--- src/rtl/rv32i_mc_ctrl.sv ---
// Multi-cycle FETCH/DECODE/EXEC/MEM/WB control sequencer for an RV32I shared datapath.
// Optional macro ILLEGAL_TRAP_EN: unlisted opcodes halt with trap=1 instead of retiring as NOP.
module rv32i_mc_ctrl #(
    parameter logic [31:0] RESET_PC = 32'h0000_0000
) (
    input  logic        clk,
    input  logic        rst,
    input  logic [31:0] instr,
    input  logic        br_taken,
    input  logic        mem_ready,
    output logic [31:0] pc_rst_val,
    output logic        pc_we,
    output logic [1:0]  pc_sel,
    output logic        ir_we,
    output logic        mem_req,
    output logic        mem_we,
    output logic        mem_addr_sel,
    output logic        alu_a_sel,
    output logic        alu_b_sel,
    output logic [1:0]  alu_op,
    output logic        rf_we,
    output logic [1:0]  wb_sel,
    output logic        retire,
    output logic [31:0] instret,
    output logic        trap
);
    typedef enum logic [2:0] {
        S_FETCH, S_DECODE, S_EXEC, S_MEM, S_WB, S_HALT
    } state_t;

    localparam logic [6:0] OP_R     = 7'b0110011;
    localparam logic [6:0] OP_I     = 7'b0010011;
    localparam logic [6:0] OP_LOAD  = 7'b0000011;
    localparam logic [6:0] OP_STORE = 7'b0100011;
    localparam logic [6:0] OP_BR    = 7'b1100011;
    localparam logic [6:0] OP_JAL   = 7'b1101111;
    localparam logic [6:0] OP_JALR  = 7'b1100111;
    localparam logic [6:0] OP_AUIPC = 7'b0010111;
    localparam logic [6:0] OP_LUI   = 7'b0110111;
    localparam logic [6:0] OP_FENCE = 7'b0001111;
    localparam logic [6:0] OP_SYS   = 7'b1110011;

    state_t     state;
    logic [6:0] opc;
    logic       unused_instr_bits;
    logic       is_r, is_i, is_load, is_store, is_br, is_jal, is_jalr, is_auipc, is_lui;
    logic       is_exec_cls, is_nop_cls;

    assign opc               = instr[6:0];
    assign unused_instr_bits = ^instr[31:7];
    assign is_r     = (opc == OP_R);
    assign is_i     = (opc == OP_I);
    assign is_load  = (opc == OP_LOAD);
    assign is_store = (opc == OP_STORE);
    assign is_br    = (opc == OP_BR);
    assign is_jal   = (opc == OP_JAL);
    assign is_jalr  = (opc == OP_JALR);
    assign is_auipc = (opc == OP_AUIPC);
    assign is_lui   = (opc == OP_LUI);
    assign is_exec_cls = is_r | is_i | is_load | is_store | is_br | is_jal |
                         is_jalr | is_auipc | is_lui;
    assign is_nop_cls  = (opc == OP_FENCE) || (opc == OP_SYS);

    assign pc_rst_val = RESET_PC;

    always_ff @(posedge clk) begin
        if (rst) begin
            state   <= S_FETCH;
            instret <= 32'd0;
        end else begin
            if (retire) instret <= instret + 32'd1;
            case (state)
                S_FETCH:  if (mem_ready) state <= S_DECODE;
                S_DECODE: begin
                    if (is_exec_cls)     state <= S_EXEC;
                    else if (is_nop_cls) state <= S_FETCH;
                    else begin
`ifdef ILLEGAL_TRAP_EN
                        state <= S_HALT;
`else
                        state <= S_FETCH;
`endif
                    end
                end
                S_EXEC: begin
                    if (is_load || is_store) state <= S_MEM;
                    else if (is_br)          state <= S_FETCH;
                    else                     state <= S_WB;
                end
                S_MEM:    if (mem_ready) state <= is_load ? S_WB : S_FETCH;
                S_WB:     state <= S_FETCH;
                S_HALT:   state <= S_HALT;
                default:  state <= S_FETCH;
            endcase
        end
    end

    // Reset gates every output combinationally so nothing leaks before the reset edge lands.
    always_comb begin
        pc_we        = 1'b0;
        pc_sel       = 2'd0;
        ir_we        = 1'b0;
        mem_req      = 1'b0;
        mem_we       = 1'b0;
        mem_addr_sel = 1'b0;
        alu_a_sel    = 1'b0;
        alu_b_sel    = 1'b0;
        alu_op       = 2'd0;
        rf_we        = 1'b0;
        wb_sel       = 2'd0;
        retire       = 1'b0;
        trap         = 1'b0;
        if (!rst) begin
            case (state)
                S_FETCH: begin
                    mem_req = 1'b1;
                    ir_we   = mem_ready;
                    pc_we   = mem_ready;
                end
                S_DECODE: begin
`ifdef ILLEGAL_TRAP_EN
                    retire = is_nop_cls;
`else
                    retire = !is_exec_cls;
`endif
                end
                S_EXEC: begin
                    if (is_r) begin
                        alu_op = 2'd1;
                    end else if (is_i) begin
                        alu_b_sel = 1'b1;
                        alu_op    = 2'd1;
                    end else if (is_load || is_store) begin
                        alu_b_sel = 1'b1;
                    end else if (is_br) begin
                        // Target comes from the dedicated PC+imm adder; the ALU compares rs1/rs2.
                        alu_op = 2'd2;
                        pc_we  = br_taken;
                        pc_sel = br_taken ? 2'd1 : 2'd0;
                        retire = 1'b1;
                    end else if (is_jal || is_auipc) begin
                        alu_a_sel = 1'b1;
                        alu_b_sel = 1'b1;
                        pc_we     = is_jal;
                        pc_sel    = is_jal ? 2'd1 : 2'd0;
                    end else if (is_jalr) begin
                        alu_b_sel = 1'b1;
                        pc_we     = 1'b1;
                        pc_sel    = 2'd2;
                    end
                end
                S_MEM: begin
                    mem_req      = 1'b1;
                    mem_addr_sel = 1'b1;
                    mem_we       = is_store;
                    retire       = mem_ready && is_store;
                end
                S_WB: begin
                    rf_we  = 1'b1;
                    retire = 1'b1;
                    if (is_load)                wb_sel = 2'd1;
                    else if (is_jal || is_jalr) wb_sel = 2'd2;
                    else if (is_lui)            wb_sel = 2'd3;
                end
                S_HALT: begin
`ifdef ILLEGAL_TRAP_EN
                    trap = 1'b1;
`endif
                end
                default: ;
            endcase
        end
    end
endmodule
--- config.mk ---
export PLATFORM = sky130hd
export DESIGN_NAME = rv32i_mc_ctrl
export DESIGN_NICKNAME = d
export VERILOG_FILES = /design/src/rtl/rv32i_mc_ctrl.sv
export SDC_FILE = /design/constraint.sdc
export NUM_CORES = 1
export LEC_CHECK = 0
export BUFFER_PORTS_ARGS = -buffer_cell sky130_fd_sc_hd__buf_2
export CAP_MARGIN = 15
export CELL_PAD_IN_SITES_DETAIL_PLACEMENT = 1
export CELL_PAD_IN_SITES_GLOBAL_PLACEMENT = 1
export CORE_ASPECT_RATIO = 1.5
export CORE_MARGIN = 2
export CORE_UTILIZATION = 35
export CTS_CLUSTER_DIAMETER = 100
export DETAILED_ROUTE_END_ITERATION = 10
export HOLD_SLACK_MARGIN = 0.1
export PLACE_DENSITY = 0.9
export SKIP_LAST_GASP = 1
export SYNTH_ARGS = -nofsm -noshare
export SYNTH_HDL_FRONTEND = slang
export SYNTH_SLANG_ARGS = --single-unit
--- constraint.sdc ---
create_clock -name clk -period 6.2 [get_ports clk]
set_input_delay 1.24 -clock clk [delete_from_list [all_inputs] [get_ports clk]]
set_output_delay 1.24 -clock clk [all_outputs]
set_load 0.02 [all_outputs]
==> metrics.csv <==
stage,metric,value,unit
run_status,status,finished clean,
timing,layout_min_cycle_time,4.42,ns
synthesis,yosys.area_share.xor_xnor,4.31,%
power_and_ir_drop,powerDensity,170,mW/mm^2
clocking,cts_made_buffers,5,
clocking,clock_sinks,35,
grt,antenna_found_initial,0,
timing,drv_slew,0,
critical_path,endpoint_kind,primary output,
critical_path,cp_num_buf_inv,2,
cells_and_area,drive_above_1_share,24.6,%
critical_path,critPathLaunchType,input pin,
grt,grt_pass1_wl,10400,um
timing,fmax,0.226,GHz
synthesis,synth.cell_area,0.00244,mm^2
critical_path,criticalPathCategory,input pin to primary output,
critical_path,critPathSlowestCell,or3_1,
timing,fin_tns_setup,0,ns
timing,grt_setup_unrepaired,no,
hold_path,hold_start,instret[31],
critical_path,critPathRequiredTime,4.96,ns
critical_path,rr_worst_depth,6,
synthesis,synthArstFlopShare,0,%
hold_path,min_to,instret[31],
routing,met3_wirelength,370,um
clocking,clkLatencyLatePin,0.30,ns
timing,fin_crit_sh,71.3,%
die,start_util,35.9,%
clocking,holdBufCountCts,0,
critical_path,path_common_cell,buf_2,
routing,routed_wl,6120,um
synthesis,synthMuxAreaShare,1.23,%
die,fp.dieArea,0.00767,mm^2
job,maxCapViolCount,0,
grt,grtUsageTotal,16.6,%
clocking,cts_setup_buffers,0,
critical_path,cp_max_fo,11,
place,portBuffers,57,
critical_path,r2r-start,state[0],
hold_path,hold_depth,2,
cells_and_area,fin_area,0.00271,mm^2
synthesis,synth_edf_count,0,
timing,fin_worst_skew,0.0126,ns
synthesis,syn-instance-count,300,
timing,final_hold_viol_count,0,
critical_path,crit_chain,"buf_2, or2_2, a2111oi_4, nor3b_1, or3_1, nor2b_1, buf_2",
routing,drt-vias-per-instance,5.41,
grt,overflow,0,
routing,wire_per_inst,14.3,um
die,core-area,0.00681,mm^2
cells_and_area,final_nets,385,
routing,first_iter_violations,92,
clocking,cts_resized,0,
power_and_ir_drop,leakagePower,1.10,nW
die,fp.dieW,72.2,um
clocking,clkTransAtPathRegs,0.08,ns
synthesis,ys_ff_latch,35,
routing,highest_layer,met4,
critical_path,r2r_setup_slack,3.70,ns
synthesis,synth_simple_gate_area_share,31.1,%
synthesis,synthAdderAreaFrac,0.513,%
critical_path,cpPeakStageDelay,0.49,ns
cells_and_area,nFillCells,872,
synthesis,synth_top_family_by_area,simple AND/OR/NAND/NOR gates,
critical_path,crit_family,simple AND/OR/NAND/NOR gates,
cells_and_area,antenna_cells,0,
synthesis,synth_compound_area_share,19.0,%
routing,ant_nets,0,
clocking,root_buffer,clkbuf_8,
hold_path,hp-class,flip-flop to flip-flop,
clocking,clock_path_buffers,2,
grt,grt_pass1_vias,2283,
cells_and_area,area_delta_synth_final,10.9,%
synthesis,synth-main-ff-cell,dfxtp_1,
die,boundaryPins,116,
critical_path,r2r_end,instret[20],
clocking,tritoncts,built,
die,core.rowCount,37,
critical_path,worstPathArrival,3.18,ns
synthesis,synth-seq-area-share,28.7,%
place,place_area,0.00261,mm^2
timing,worst_pin_slew,0.720,ns
timing,slew-limit-headroom,52.0,%
synthesis,synth_cell_type_count,55,
power_and_ir_drop,ir_worst_vdd,0.0000690,V
synthesis,syn_avg_cell_area,8.14,um^2
routing,wl_met2,3260,um
routing,drc,0,
die,fp.dieH,106,um
clocking,h-tree-depth,2,
timing,setup_viol,0,
routing,drt_first_pass_iters,4,
routing,met1_length,2380,um
place,dp_hpwl,4610,um
routing,dr_total_vias,2309,
synthesis,synth_warnings,0,
grt,grt_max_degree,42,
place,gp_congestion,0.797,
## cells in the final DEF, fill, tap and decap left out, types with 3 or more instances in the layout
cell	count
o21ai_1	7
clkbuf_8	6
nand2_1	16
nand4_1	6
conb_1	33
o31ai_1	10
o311ai_0	5
nand2b_1	5
inv_1	5
nor3_1	12
mux2i_1	3
and3_1	9
buf_2	57
nor3b_1	3
o21ai_0	6
and2_1	3
dfxtp_1	35
or4_1	7
nor2_1	21
or2_2	4
nand3_1	7
or3_1	13
xor2_1	10
a21oi_1	26
## routing by layer
layer / up-vias / track usage, %
met1: 1104 / 18.3
met2: 71 / 30.1
met3: 10 / 3.89
met4: 0 / 5.80
li1: 1124 / -
met5: - / 0
## registers in the layout, indices dropped and copies added, names as in the netlist
name     cells
instret     32
state        3
## tightest hold or removal path, cell delays in order (launching register included)
cell and delay (ns):
dfxtp_1 0.33, o31ai_1 0.06, a21oi_1 0.06
## logic make-up after synthesis
| kind of cell | count (synthesis) |
|---|---|
| mux | 3 |
| xor+xnor | 12 |
| compound gates | 67 |
| simple gates | 126 |
| buf+inv | 55 |
| flops | 35 |
| other cells | 1 |
| fa+ha+maj | 1 |
## Yosys cell counts, types with 4 or more instances
| cell type | number | area, um^2 |
|---|---|---|
| and3_1 | 9 | 56.3 |
| buf_4 | 36 | 270 |
| inv_1 | 5 | 18.8 |
| nand2_1 | 16 | 60.1 |
| or3_1 | 13 | 81.3 |
| o311ai_0 | 5 | 43.8 |
| or4_1 | 7 | 52.6 |
| xor2_1 | 10 | 87.6 |
| dfxtp_1 | 35 | 701 |
| nor2_1 | 21 | 78.8 |
| a21oi_1 | 26 | 130 |
| clkbuf_1 | 7 | 26.3 |
| nor3_1 | 12 | 60.1 |
| nand2b_1 | 5 | 31.3 |
| o21ai_0 | 6 | 30.0 |
| or2_2 | 4 | 25.0 |
| nand3_1 | 7 | 35.0 |
| o31ai_1 | 10 | 75.1 |
| o21ai_1 | 7 | 35.0 |
| nand4_1 | 6 | 37.5 |
## final cells by class
cell class	count	area [um^2]	share of cell area, %
inverters	6	22.5	0.832
clock inverters	2	16.3	0.601
flip-flops and latches	35	701	25.9
repair buffers	58	293	10.8
multi-input cells	242	1490	55.2
well taps	78	97.6	3.61
clock buffers	6	82.6	3.05
## through the flow
step | worst slack (ns) | utilization (%) | hold slack (ns) | std cells | total power, W
after floorplan | 2.14 | - | 0.551 | 332 | 0.000293
after global placement | 1.82 | 38.3 | 0.458 | 419 | 0.000286
after detailed placement | 1.76 | 38.3 | 0.489 | 419 | 0.000288
after CTS | 1.76 | 39.8 | 0.508 | 427 | 0.000464
after global routing | 1.66 | 39.8 | 0.534 | 427 | 0.000483
final | 1.78 | 39.8 | 0.498 | 427 | 0.000460
## power breakdown
group          switching, W  internal, W
combinational     0.0000415    0.0000124
sequential       0.00000258     0.000226
clock             0.0000868    0.0000906
## worst max-delay path by stage
stage | startpoint | endpoint | slack, ns | depth (start not counted)
final | instr[2] | retire | 1.78 | 7
after global routing | instr[2] | retire | 1.66 | 7
after CTS | instr[2] | retire | 1.76 | 7
after detailed placement | instr[2] | retire | 1.76 | 7
after global placement | instr[2] | retire | 1.82 | 7
after floorplan | instr[4] | retire | 2.14 | 7
No activity file was read; power rests on OpenSTA's default activity.
